[config.mk]
export PLATFORM = sky130hd
export DESIGN_NAME = frogger_color_pipe
export DESIGN_NICKNAME = d
export VERILOG_FILES = /design/src/rtl/frogger_color_pipe.sv
export SDC_FILE = /design/constraint.sdc
export NUM_CORES = 1
export LEC_CHECK = 0
export ABC_AREA = 1
export BUFFER_PORTS_ARGS = -buffer_cell sky130_fd_sc_hd__clkbuf_2
export CORE_AREA = 2 2 187 189
export DETAILED_ROUTE_END_ITERATION = 10
export DIE_AREA = 0 0 189 191
export PLACE_DENSITY = 0.59
export SYNTH_ARGS = -nofsm -noshare
export SYNTH_HDL_FRONTEND = slang
export SYNTH_SLANG_ARGS = --single-unit
[constraint.sdc]
create_clock -name Clk -period 7.7 [get_ports Clk]
set_clock_uncertainty 0.1 [all_clocks]
set_input_delay 1.54 -clock Clk [delete_from_list [all_inputs] [get_ports Clk]]
set_output_delay 1.54 -clock Clk [all_outputs]
set_load 0.02 [all_outputs]
[src/rtl/frogger_color_pipe.sv]
// Two-stage VGA colour pipe: sprite transparency, palette lookup and frame-stepped fade.
// Optional SCANLINE_EN halves the faded colour on lines whose DrawY0 is 1.
module frogger_color_pipe #(
  parameter int NUM_COLORS  = 18,
  parameter int IDX_W       = 5,
  parameter int FADE_FRAMES = 4,
  parameter int TRANSP_IDX  = 0
) (
  input  logic                              Clk,
  input  logic                              Reset,
  input  logic [0:NUM_COLORS-1][0:2][7:0]   palette,
  input  logic [IDX_W-1:0]                  sprite_idx,
  input  logic [IDX_W-1:0]                  bg_idx,
  input  logic                              blank_n_in,
  input  logic                              hs_in,
  input  logic                              vs_in,
  input  logic                              DrawY0,
  input  logic                              frame_start,
  input  logic                              fade_out_req,
  input  logic                              fade_in_req,
  output logic [7:0]                        VGA_R,
  output logic [7:0]                        VGA_G,
  output logic [7:0]                        VGA_B,
  output logic                              VGA_BLANK_N,
  output logic                              VGA_HS,
  output logic                              VGA_VS,
  output logic [3:0]                        fade_level,
  output logic                              fade_busy,
  output logic                              fade_done
);

  typedef enum logic [1:0] {BRIGHT, FADE_OUT, DARK, FADE_IN} fade_state_t;

  fade_state_t      r_state;
  logic [3:0]       r_level;
  logic [7:0]       r_cnt;
  logic             r_done;

  logic [IDX_W-1:0] w_sel;
  logic             w_black;
  logic [IDX_W-1:0] w_lut_idx;
  logic             w_step;
  logic [3:0]       w_lvl_dn;
  logic [3:0]       w_lvl_up;

  logic [IDX_W-1:0] r_sel;
  logic             r_black;
  logic             r_blank_n;
  logic             r_hs;
  logic             r_vs;
  logic             r_y0;
  logic             r_blank_n_q;
  logic             r_hs_q;
  logic             r_vs_q;

  assign w_sel     = (sprite_idx != IDX_W'(TRANSP_IDX)) ? sprite_idx : bg_idx;
  assign w_black   = (32'(w_sel) >= NUM_COLORS);
  // Out-of-range indices never reach the table; they are zeroed by r_black.
  assign w_lut_idx = r_black ? '0 : r_sel;

  always_ff @(posedge Clk or posedge Reset) begin
    if (Reset) begin
      r_sel       <= '0;
      r_black     <= 1'b0;
      r_blank_n   <= 1'b0;
      r_hs        <= 1'b0;
      r_vs        <= 1'b0;
      r_y0        <= 1'b0;
      r_blank_n_q <= 1'b0;
      r_hs_q      <= 1'b0;
      r_vs_q      <= 1'b0;
    end else begin
      r_sel       <= w_sel;
      r_black     <= w_black;
      r_blank_n   <= blank_n_in;
      r_hs        <= hs_in;
      r_vs        <= vs_in;
      r_y0        <= DrawY0;
      r_blank_n_q <= r_blank_n;
      r_hs_q      <= r_hs;
      r_vs_q      <= r_vs;
    end
  end

  for (genvar gi = 0; gi < 3; gi++) begin : g_chan
    logic [10:0] w_prod;
    logic [7:0]  w_chan;
    logic [7:0]  r_chan;

    assign w_prod = 11'(palette[w_lut_idx][gi]) * 11'(r_level);
`ifdef SCANLINE_EN
    assign w_chan = r_black ? 8'd0 : (r_y0 ? {1'b0, w_prod[10:4]} : w_prod[10:3]);
`else
    assign w_chan = r_black ? 8'd0 : w_prod[10:3];
`endif

    always_ff @(posedge Clk or posedge Reset) begin
      if (Reset) r_chan <= 8'd0;
      else       r_chan <= r_blank_n ? w_chan : 8'd0;
    end
  end

`ifndef SCANLINE_EN
  logic w_unused_y0;
  assign w_unused_y0 = r_y0;
`endif

  assign w_step   = (r_cnt == 8'(FADE_FRAMES - 1));
  assign w_lvl_dn = (r_level == 4'd0) ? 4'd0 : r_level - 4'd1;
  assign w_lvl_up = (r_level >= 4'd8) ? 4'd8 : r_level + 4'd1;

  // Requests take priority over a coincident frame_start; fade_out_req beats fade_in_req.
  always_ff @(posedge Clk or posedge Reset) begin
    if (Reset) begin
      r_state <= BRIGHT;
      r_level <= 4'd8;
      r_cnt   <= 8'd0;
      r_done  <= 1'b0;
    end else begin
      r_done <= 1'b0;
      case (r_state)
        BRIGHT: if (fade_out_req) begin
          r_state <= FADE_OUT;
          r_cnt   <= 8'd0;
        end
        DARK: if (!fade_out_req && fade_in_req) begin
          r_state <= FADE_IN;
          r_cnt   <= 8'd0;
        end
        FADE_OUT: begin
          if (!fade_out_req && fade_in_req) begin
            r_state <= FADE_IN;
            r_cnt   <= 8'd0;
          end else if (frame_start) begin
            if (w_step) begin
              r_cnt   <= 8'd0;
              r_level <= w_lvl_dn;
              if (w_lvl_dn == 4'd0) begin
                r_state <= DARK;
                r_done  <= 1'b1;
              end
            end else begin
              r_cnt <= r_cnt + 8'd1;
            end
          end
        end
        FADE_IN: begin
          if (fade_out_req) begin
            r_state <= FADE_OUT;
            r_cnt   <= 8'd0;
          end else if (frame_start) begin
            if (w_step) begin
              r_cnt   <= 8'd0;
              r_level <= w_lvl_up;
              if (w_lvl_up == 4'd8) begin
                r_state <= BRIGHT;
                r_done  <= 1'b1;
              end
            end else begin
              r_cnt <= r_cnt + 8'd1;
            end
          end
        end
        default: r_state <= BRIGHT;
      endcase
    end
  end

  assign VGA_R       = g_chan[0].r_chan;
  assign VGA_G       = g_chan[1].r_chan;
  assign VGA_B       = g_chan[2].r_chan;
  assign VGA_BLANK_N = r_blank_n_q;
  assign VGA_HS      = r_hs_q;
  assign VGA_VS      = r_vs_q;
  assign fade_level  = r_level;
  assign fade_busy   = (r_state == FADE_OUT) || (r_state == FADE_IN);
  assign fade_done   = r_done;

endmodule

* Word-level counts from Yosys, hierarchy flattened *
Index checks and enable logic that the tools add are counted.

word-level totals
  register bits = 51
  bits of input ports = 451
  output and inout port bits = 33
  word-level logic and storage cells = 102

operators by class
  add/subtract/negate cells = 3
  multiply operators = 3
  $lt $le $gt $ge = 3
  equal/unequal tests = 19
  mux-type cells = 47
  bitwise logic cells = 1
  reduce and logical (&&, ||, !) cells = 11

operators with widths
  operator                                                  count
  binary-select mux 24 bit (select 5 bit)                   1
  two-way mux 8 bit                                         12
  two-way mux 24 bit                                        2
  multiplier 8 x 4 -> 11 bit                                3
  two-way mux 4 bit                                         8
  case mux 8 bit (4 select lines)                           1
  two-way mux 2 bit                                         10
  inequality test 3 bit, second input constant              6
  inequality test 2 bit, second input constant              8
  two-way mux 5 bit                                         2
  adder 8 x 1 -> 8 bit, second input constant               1
  equality test 8 x 2 -> 1 bit, second input constant       1
  logical NOT 4 bit                                         2
  two-way mux 1 bit                                         8
  case mux 2 bit (4 select lines)                           1
  case mux 4 bit (2 select lines)                           1
  AND reduction 8 bit                                       1
  AND reduction 7 bit                                       1
  greater-or-equal comparator 6 bit, second input constant  1
  inverter 5 -> 6 bit                                       1
  greater-or-equal comparator 5 bit, second input constant  1
  nonzero test 5 bit                                        1
  adder 4 x 1 -> 4 bit, second input constant               1
  equality test 2 bit, second input constant                2
  other kinds (11)                                          11

* Depth between registers and ports, before layout *
Gate-level depths: netlist of run 1.

  depth after elaboration = 8
  gate-level depth with buffers = 30
  gate-level depth less buffers = 29

* Worst setup path after synthesis of run 1 *
No wires, ideal clock.

  kind = in2reg
  start = input port palette[164] (netlist name)
  end = register g_chan[0].r_chan[7] (netlist: VGA_R[7])
  library setup time = 119 ps
  arrival time = 4,652 ps
  required time = 7,481 ps
  slack = 2,829 ps
  cell stages on the path = 22
  buffers on the path = 0
  cell sequence = a221oi_1 o21ai_0 o211a_1 nor2_1 nor2_1 fa_1 inv_1 fa_1 inv_1 ha_1 a21oi_1 nand2_1 nand2_1 nand2_1 a21oi_1 nor2_1 nor2_1 nor2_1 nor2_1 nand3_1 nand2_1 nor2_1

on the way
  cells in the longest elaborated chain, start to end = 6

RTL lines
  item                                     RTL line  source
  from (decl)                              11        input logic [0:NUM_COLORS-1][0:2][7:0] palette,
  binary-select mux 24 bit (select 5 bit)  90        assign w_prod = 11'(palette[w_lut_idx][gi]) * 11'(r_level);
  two-way mux 24 bit (2 in series)         -
  multiplier 8 x 4 -> 11 bit               90
  two-way mux 8 bit                        94        assign w_chan = r_black ? 8'd0 : w_prod[10:3];
  two-way mux 8 bit                        99        else r_chan <= r_blank_n ? w_chan : 8'd0;
  to (signal assigned)                     99
  to (decl)                                88        logic [7:0] r_chan;

No other way between the ends. The select of a mux whose other input is x is not followed.
A chain may end at the register's enable or synchronous reset.

* Worst setup path in the final report of run 1 *
  start = register r_black
  end = register g_chan[1].r_chan[7] (netlist: VGA_G[7])

on the way
  cells in the longest elaborated chain, start to end = 8

RTL lines
  item                                       RTL line  source
  from (decl)                                47        logic r_black;
  from (signal assigned)                     74        r_black <= w_black;
  two-way mux 5 bit                          59        assign w_lut_idx = r_black ? '0 : r_sel;
  inverter 5 -> 6 bit (implied by the code)  90
  binary-select mux 24 bit (select 5 bit)    90
  two-way mux 24 bit (2 in series)           -
  multiplier 8 x 4 -> 11 bit                 90
  two-way mux 8 bit *                        94
  two-way mux 8 bit *                        99
  to (signal assigned)                       99
  to (decl)                                  88

Every way passes the cells marked *; elsewhere a longest branch is shown, timed or not. The select of a mux whose other input is x is not followed.

==> results of run 1 <==
## worst max-delay path: cells and delay by family, from the launching register on
family,cells,cell delay (ps)
compound gates,4,1050
simple gates,14,1500
buf+inv,4,1300
flops,1,480
fa+ha+maj,3,1120
## where the power goes
group | switching (W) | internal [W] | leakage, nW
clock network | 0.000108 | 0.000155 | 0.0804
logic | 0.00137 | 0.000808 | 5.91
registers | 0.0000808 | 0.000335 | 0.651
## per-layer routing
| layer | track usage (%) | up-vias | wire, um |
|---|---|---|---|
| li1 | - | 5748 | - |
| met5 | 0 | - | 0 |
| met4 | 7.00 | 0 | 1270 |
| met1 | 29.4 | 5313 | 18800 |
| met3 | 3.78 | 65 | 2840 |
| met2 | 39.4 | 489 | 19900 |
## sequential cells by signal (all words and copies together) (netlist names)
register,flops
fade_level,4
VGA_BLANK_N,1
r_blank_n,1
VGA_VS,1
r_cnt,8
r_black,1
VGA_HS,1
fade_done,1
r_sel,5
VGA_B,8
r_state,2
VGA_G,8
VGA_R,8
r_hs,1
r_vs,1
## cell families (layout without fill, tap and decap cells)
kind of cell,after synthesis,in the layout,share of synthesized area [%]
AOI/OAI and AO/OA,205,205,15.2
adders and majority gates,80,80,14.5
and+or+nand+nor,926,926,44.8
xor gates and xnor gates,3,3,0.300
buffers and inverters,227,642,10.7
other,0,2,0
DFF,51,51,14.6
## layout by cell type (no fill, tap or decap), types with 15 or more instances in the layout
cell type	n
nor3_1	18
fa_1	36
o21ai_0	36
buf_4	16
nand3_1	227
a31oi_1	15
nor2_1	110
ha_1	44
dfrtp_1	49
inv_1	127
a221oi_1	42
a21oi_1	71
nand2_1	539
clkbuf_2	482
## area by class of cell
| type | count | area [um2] |
|---|---|---|
| multi-input combinational | 1214 | 6570 |
| timing repair buffer | 499 | 2550 |
| clock buffer | 5 | 125 |
| fill | 3888 | 22500 |
| antenna | 2 | 5.00 |
| clock inverter | 3 | 46.3 |
| inverter | 135 | 507 |
| sequential | 51 | 1280 |
| tap | 455 | 569 |
## worst max-delay path by stage
| stage | endpoint | start | cells after the start | slack [ps] |
|---|---|---|---|---|
| after floorplan | VGA_R[7]$_DFF_PP0_ | palette[164] | 22 | 2830 |
| after global placement | VGA_B[7]$_DFF_PP0_ | palette[146] | 23 | 2030 |
| after detailed placement | VGA_B[7]$_DFF_PP0_ | palette[146] | 23 | 2010 |
| after CTS | VGA_B[7]$_DFF_PP0_ | r_black$_DFF_PP0_ | 25 | 2020 |
| after global routing | VGA_B[7]$_DFF_PP0_ | r_black$_DFF_PP0_ | 25 | 1520 |
| final | VGA_G[7]$_DFF_PP0_ | r_black$_DFF_PP0_ | 25 | 2010 |
## metrics by stage
step                      total power (W)  hold WS (ps)  util, %  area [um2]  setup WS (ps)
after floorplan                   0.00198           231        -        8770           2830
after global placement            0.00257           239     33.6       11500           2030
after detailed placement          0.00258           240     33.6       11500           2010
after CTS                         0.00287           257     34.1       11600           2020
after global routing              0.00322           266     34.2       11700           1520
final                             0.00285           253     34.2       11700           2010
==> results by group, run 1 <==
Drt
  – First DRT Iteration DRCs: 728
  – First-pass DRT Iterations: 6
  – Remaining antenna violation count: 0
  – Vias per inst: 4.91
  – Remaining DRCs: 0
  – Post-DR wirelength/cell: 18.1 um
  – Vias: 11,600
  – Total wire length: 42.8 mm

Synth
  – Synthesized area: 8770 um2
  – Dominant synthesized flop cell: dfrtp_1
  – Number of synthesis warnings: 0
  – FFs w/ async S/R, synth: 100%
  – Syn Nets: 2,023
  – #FFs+latches synth: 51
  – Most frequent cells after synthesis: nand2_1 (539), nand3_1 (227), inv_1 (129)
  – Sequential fraction of the synthesis area: 14.6%
  – EDFF count, synth: 0
  – Synth top area cells: nand2_1 (23%), dfrtp_1 (14%), nand3_1 (13%)
  – Area share of the largest cell type after synthesis: 23.1%
  – Cells after Synth: 1,492
  – Top-count cell post-synth: nand2_1
  – Cell accounting for the most synthesized area: nand2_1
  – Avg Cell Area, Syn: 5.88 um2
  – Synth cell types: 46

Placement
  – Port Buffer Count: 482
  – Final GP Congestion: 0.925
  – Placed cell count: 2,354
  – Hpwl dp: 34.6 mm

Clocking
  – Clock root buffer: clkbuf_16
  – H-tree levels: 2
  – CTS max path bufs: 2
  – CTS resizes: 0
  – CTS tree: done
  – Worst skew pair latency: 300 ps
  – CTS Buf Count: 5
  – Hold_buf cts: 0
  – Sinks on Clock Net: 51
  – Post-CTS Setup Inserts: 0
  – Clock-pin slew on the worst setup and hold paths: 70 ps

Floorplan
  – Die ar.: 36,100 um2
  – Starting Density: 25.7%
  – Die height: 191 um
  – # rows: 68
  – Core ar.: 34,100 um2
  – Chip Width: 189 um
  – Top Ports: 484

Layout
  – Fin cells: 2,364
  – Post-synthesis to final-layout area growth: 32.9%
  – Post-layout net count: 2,437
  – Layout cells sized above 1: 27.6%

Timing
  – Setup TNS: 0 ps
  – Setup violators final: 0
  – RSZ-0062 raised after global routing: no
  – Max Fclk: 0.176 GHz
  – Max Slew Vio Count: 0
  – Min Tclk post-route: 5690 ps
  – Slew headroom: 38.8%
  – Worst-Margin Slew: 917 ps
  – Final Hold Fails: 0
  – Final period util: 73.9%

Worst hold path
  – Worst Hold Depth: 0
  – WHS Endpoint: VGA_HS$_DFF_PP0_
  – Hold Startpoint: r_hs$_DFF_PP0_
  – Worst min path class: reg2reg

Setup path
  – Worst Reg2Reg Path Length in Cells: 25
  – CP Max Fanout: 46
  – Required @ worst endpoint: 7790 ps
  – RR Endpoint: VGA_G[7]$_DFF_PP0_
  – Critical Path Source Type: flop
  – Critical path type: reg2reg
  – RR Startpoint: r_black$_DFF_PP0_
  – CP peak stage delay: 770 ps
  – Critical path's slowest cell: inv_2
  – CP endpoint kind: flop
  – Most common cell on crit path: nor2_1
  – Worst Path Arrival: 5780 ps
  – Reg2reg setup slack: 2010 ps

Global route
  – Total GRT Usage: 23.0%
  – Largest net degree at the start of global routing: 101
  – Vias in the first global route: 11,200
  – First-pass GRT wire length: 63.7 mm
  – Initial antenna violation count: 2
  – Global route overflow: 0

Run
  – MaxCap Viol Count: 0

Pwr
  – Power per cell area: 245 nW/um2
  – Max VDD drop: 131 uV
  – Leakage: 6.65 nW

Outcome
  – Status: finished, final reports clean
Power figures use the tool's default switching activity.
==> inputs of run 2 (changes only) <==
==> constraint.sdc (replaced) <==
create_clock -name Clk -period 5.3 [get_ports Clk]
set_clock_uncertainty 0.1 [all_clocks]
set_input_delay 1.06 -clock Clk [delete_from_list [all_inputs] [get_ports Clk]]
set_output_delay 1.06 -clock Clk [all_outputs]
set_load 0.02 [all_outputs]
==> run 2 against run 1 <==
Combinational power is 50% higher. Clock-buffer cell count did not move. First-iteration DRC count is 8.9% higher. Final area up 2.8%. Largest cell class unchanged.
==> results by group, run 2 (same netlist as run 1, synthesis figures left out) <==
Drt
  – Vias per inst: 4.94 (+0.54%)
  – Post-DR wirelength/cell: 17.9 um (-1.2%)
  – Metal2 WL: 20.4 mm (+2.4%)
  – Met1 WL: 18.5 mm (-1.7%)
  – First DRT Iteration DRCs: 793 (+8.9%)
  – Total wire length: 42.8 mm (-0.18%)
  – Remaining antenna violation count: 0 (unchanged)
  – First-pass DRT Iterations: 5 (-1)
  – DR WL met3: 2.93 mm (+3.3%)
  – Remaining DRCs: 0 (unchanged)
  – Max layer used: met4
  – Vias: 11,800 (+1.6%)

Floorplan
  – Die ar.: 36,100 um2 (unchanged)
  – Starting Density: 25.7% (unchanged)
  – Die height: 191 um (unchanged)
  – # rows: 68 (unchanged)
  – Core ar.: 34,100 um2 (unchanged)
  – Top Ports: 484 (unchanged)
  – Chip Width: 189 um (unchanged)

Timing
  – Slew headroom: 40.9% (+2.1 points)
  – Worst-Margin Slew: 887 ps (-30.9 ps)
  – Final period util: 92.9% (+19 points)
  – Min Tclk post-route: 4920 ps (-767 ps)
  – Min Hold Slack: 252 ps (-1.15 ps)
  – Max Slew Vio Count: 0 (unchanged)
  – Post-route worst setup slack: 377 ps (-1630 ps)
  – RSZ-0062 raised after global routing: no
  – Setup violators final: 0 (unchanged)
  – Setup TNS: 0 ps (unchanged)
  – Final Hold Fails: 0 (unchanged)
  – Max Fclk: 0.203 GHz (+16%)

Setup path
  – RR Startpoint: r_black$_DFF_PP0_
  – Critical Path Source Type: flop
  – CP bufs+invs: 5 (+1)
  – Required @ worst endpoint: 5390 ps (-2400 ps)
  – Reg2reg setup slack: 380 ps (-1630 ps)
  – Crit path launch: r_black$_DFF_PP0_
  – Critical path type: reg2reg
  – CP Max Fanout: 17 (-63%)
  – CP delay by family, top: adder cells
  – RR Endpoint: VGA_B[7]$_DFF_PP0_
  – Worst Reg2Reg Path Length in Cells: 25 (unchanged)
  – Most common cell on crit path: nor2_1
  – Worst Path Arrival: 5010 ps (-770 ps)
  – CP Depth: 25 (unchanged)
  – Critical path's slowest cell: fa_1
  – CP endpoint kind: flop
  – CP peak stage delay: 540 ps (-230 ps)

Worst hold path
  – Hold Startpoint: r_hs$_DFF_PP0_
  – Worst Hold Depth: 0 (unchanged)
  – Worst min path class: reg2reg
  – WHS Endpoint: VGA_HS$_DFF_PP0_

Global route
  – Vias in the first global route: 11,300 (+0.94%)
  – Initial antenna violation count: 0 (-2)
  – Total GRT Usage: 23.1% (+0.16 points)
  – Largest net degree at the start of global routing: 77 (-24%)
  – First-pass GRT wire length: 64.5 mm (+1.2%)
  – Global route overflow: 0 (unchanged)

Run
  – MaxCap Viol Count: 0 (unchanged)

Placement
  – Post-place setup slack: 173 ps (-1840 ps)
  – Hpwl dp: 35.2 mm (+1.7%)
  – Port Buffer Count: 482 (unchanged)
  – Final GP Congestion: 0.975 (+5.3%)

Clocking
  – Worst skew pair latency: 290 ps (about the same)
  – CTS Buf Count: 5 (unchanged)
  – Clock-pin slew on the worst setup and hold paths: 70 ps (about the same)
  – Sinks on Clock Net: 51 (unchanged)
  – Clock root buffer: clkbuf_16
  – CTS tree: done
  – H-tree levels: 2 (unchanged)
  – CTS max path bufs: 2 (unchanged)

Layout
  – Post-synthesis to final-layout area growth: 36.7%
  – ANT cells: 0 (-2)
  – Most frequent cells in the layout: nand2_1 (539), clkbuf_2 (482), nand3_1 (227)
  – Layout cells sized above 1: 29.0% (+1.3 points)
  – Most common cell after layout, fill and taps aside: nand2_1
  – Fill cells: 3,843 (-1.2%)
  – Post-layout net count: 2,464 (+1.1%)

Pwr
  – Power per cell area: 350 nW/um2 (+43%)
  – Leakage: 6.81 nW (+2.5%)
  – Max VDD drop: 202 uV (+54%)

Outcome
  – Status: finished, final reports clean
==> run 2: report_power, final <==
group | leakage [nW] | switching (W) | internal [W]
clock | 0.0804 | 0.000151 | 0.000225
sequential | 0.650 | 0.0000865 | 0.000488
combinational | 6.08 | 0.00203 | 0.00122
==> run 2: per-stage QoR <==
stage | cell area [um2] | util [%] | instances | total power, W
after floorplan | 8770 | - | 1492 | 0.00288
after global placement | 11800 | 34.5 | 2379 | 0.00377
after detailed placement | 11800 | 34.5 | 2379 | 0.00381
after CTS | 11900 | 35.0 | 2387 | 0.00422
after global routing | 12000 | 35.1 | 2389 | 0.00477
final | 12000 | 35.1 | 2389 | 0.00420
==> run 2: layer usage <==
layer	vias up	global-route usage, %
li1	5802	-
met1	5401	30.3
met4	0	4.66
met2	545	40.9
met3	53	2.59
met5	-	0
==> run 2: final cells by class <==
| type | instances | area, um2 | area share [%] |
|---|---|---|---|
| Sequential cell | 51 | 1280 | 10.7 |
| Inverter | 135 | 509 | 4.25 |
| Multi-Input combinational cell | 1214 | 6590 | 55.0 |
| Clock inverter | 3 | 46.3 | 0.386 |
| Timing Repair Buffer | 526 | 2860 | 23.9 |
| Clock buffer | 5 | 125 | 1.04 |
| Tap cell | 455 | 569 | 4.75 |
==> run 2: worst max path at each step <==
stage,to
floorplan,VGA_R[7]$_DFF_PP0_
global placement,VGA_B[7]$_DFF_PP0_
detailed placement,VGA_B[7]$_DFF_PP0_
CTS,VGA_R[7]$_DFF_PP0_
global route,VGA_R[7]$_DFF_PP0_
finish,VGA_B[7]$_DFF_PP0_
==> run 2: worst reg2reg max path: cells and delay by family, from the launching register on <==
family          cells  cell delay (ps)
fa+ha+maj           3             1350
simple gates       13             1110
compound gates      4             1000
buf+inv             5              770
flops               1              480
==> run 2: repair_timing <==
action,CTS,global route
hold buffers,0,0
setup buffers,0,2
setup endpoints to repair,0,3
gates resized for setup,0,9
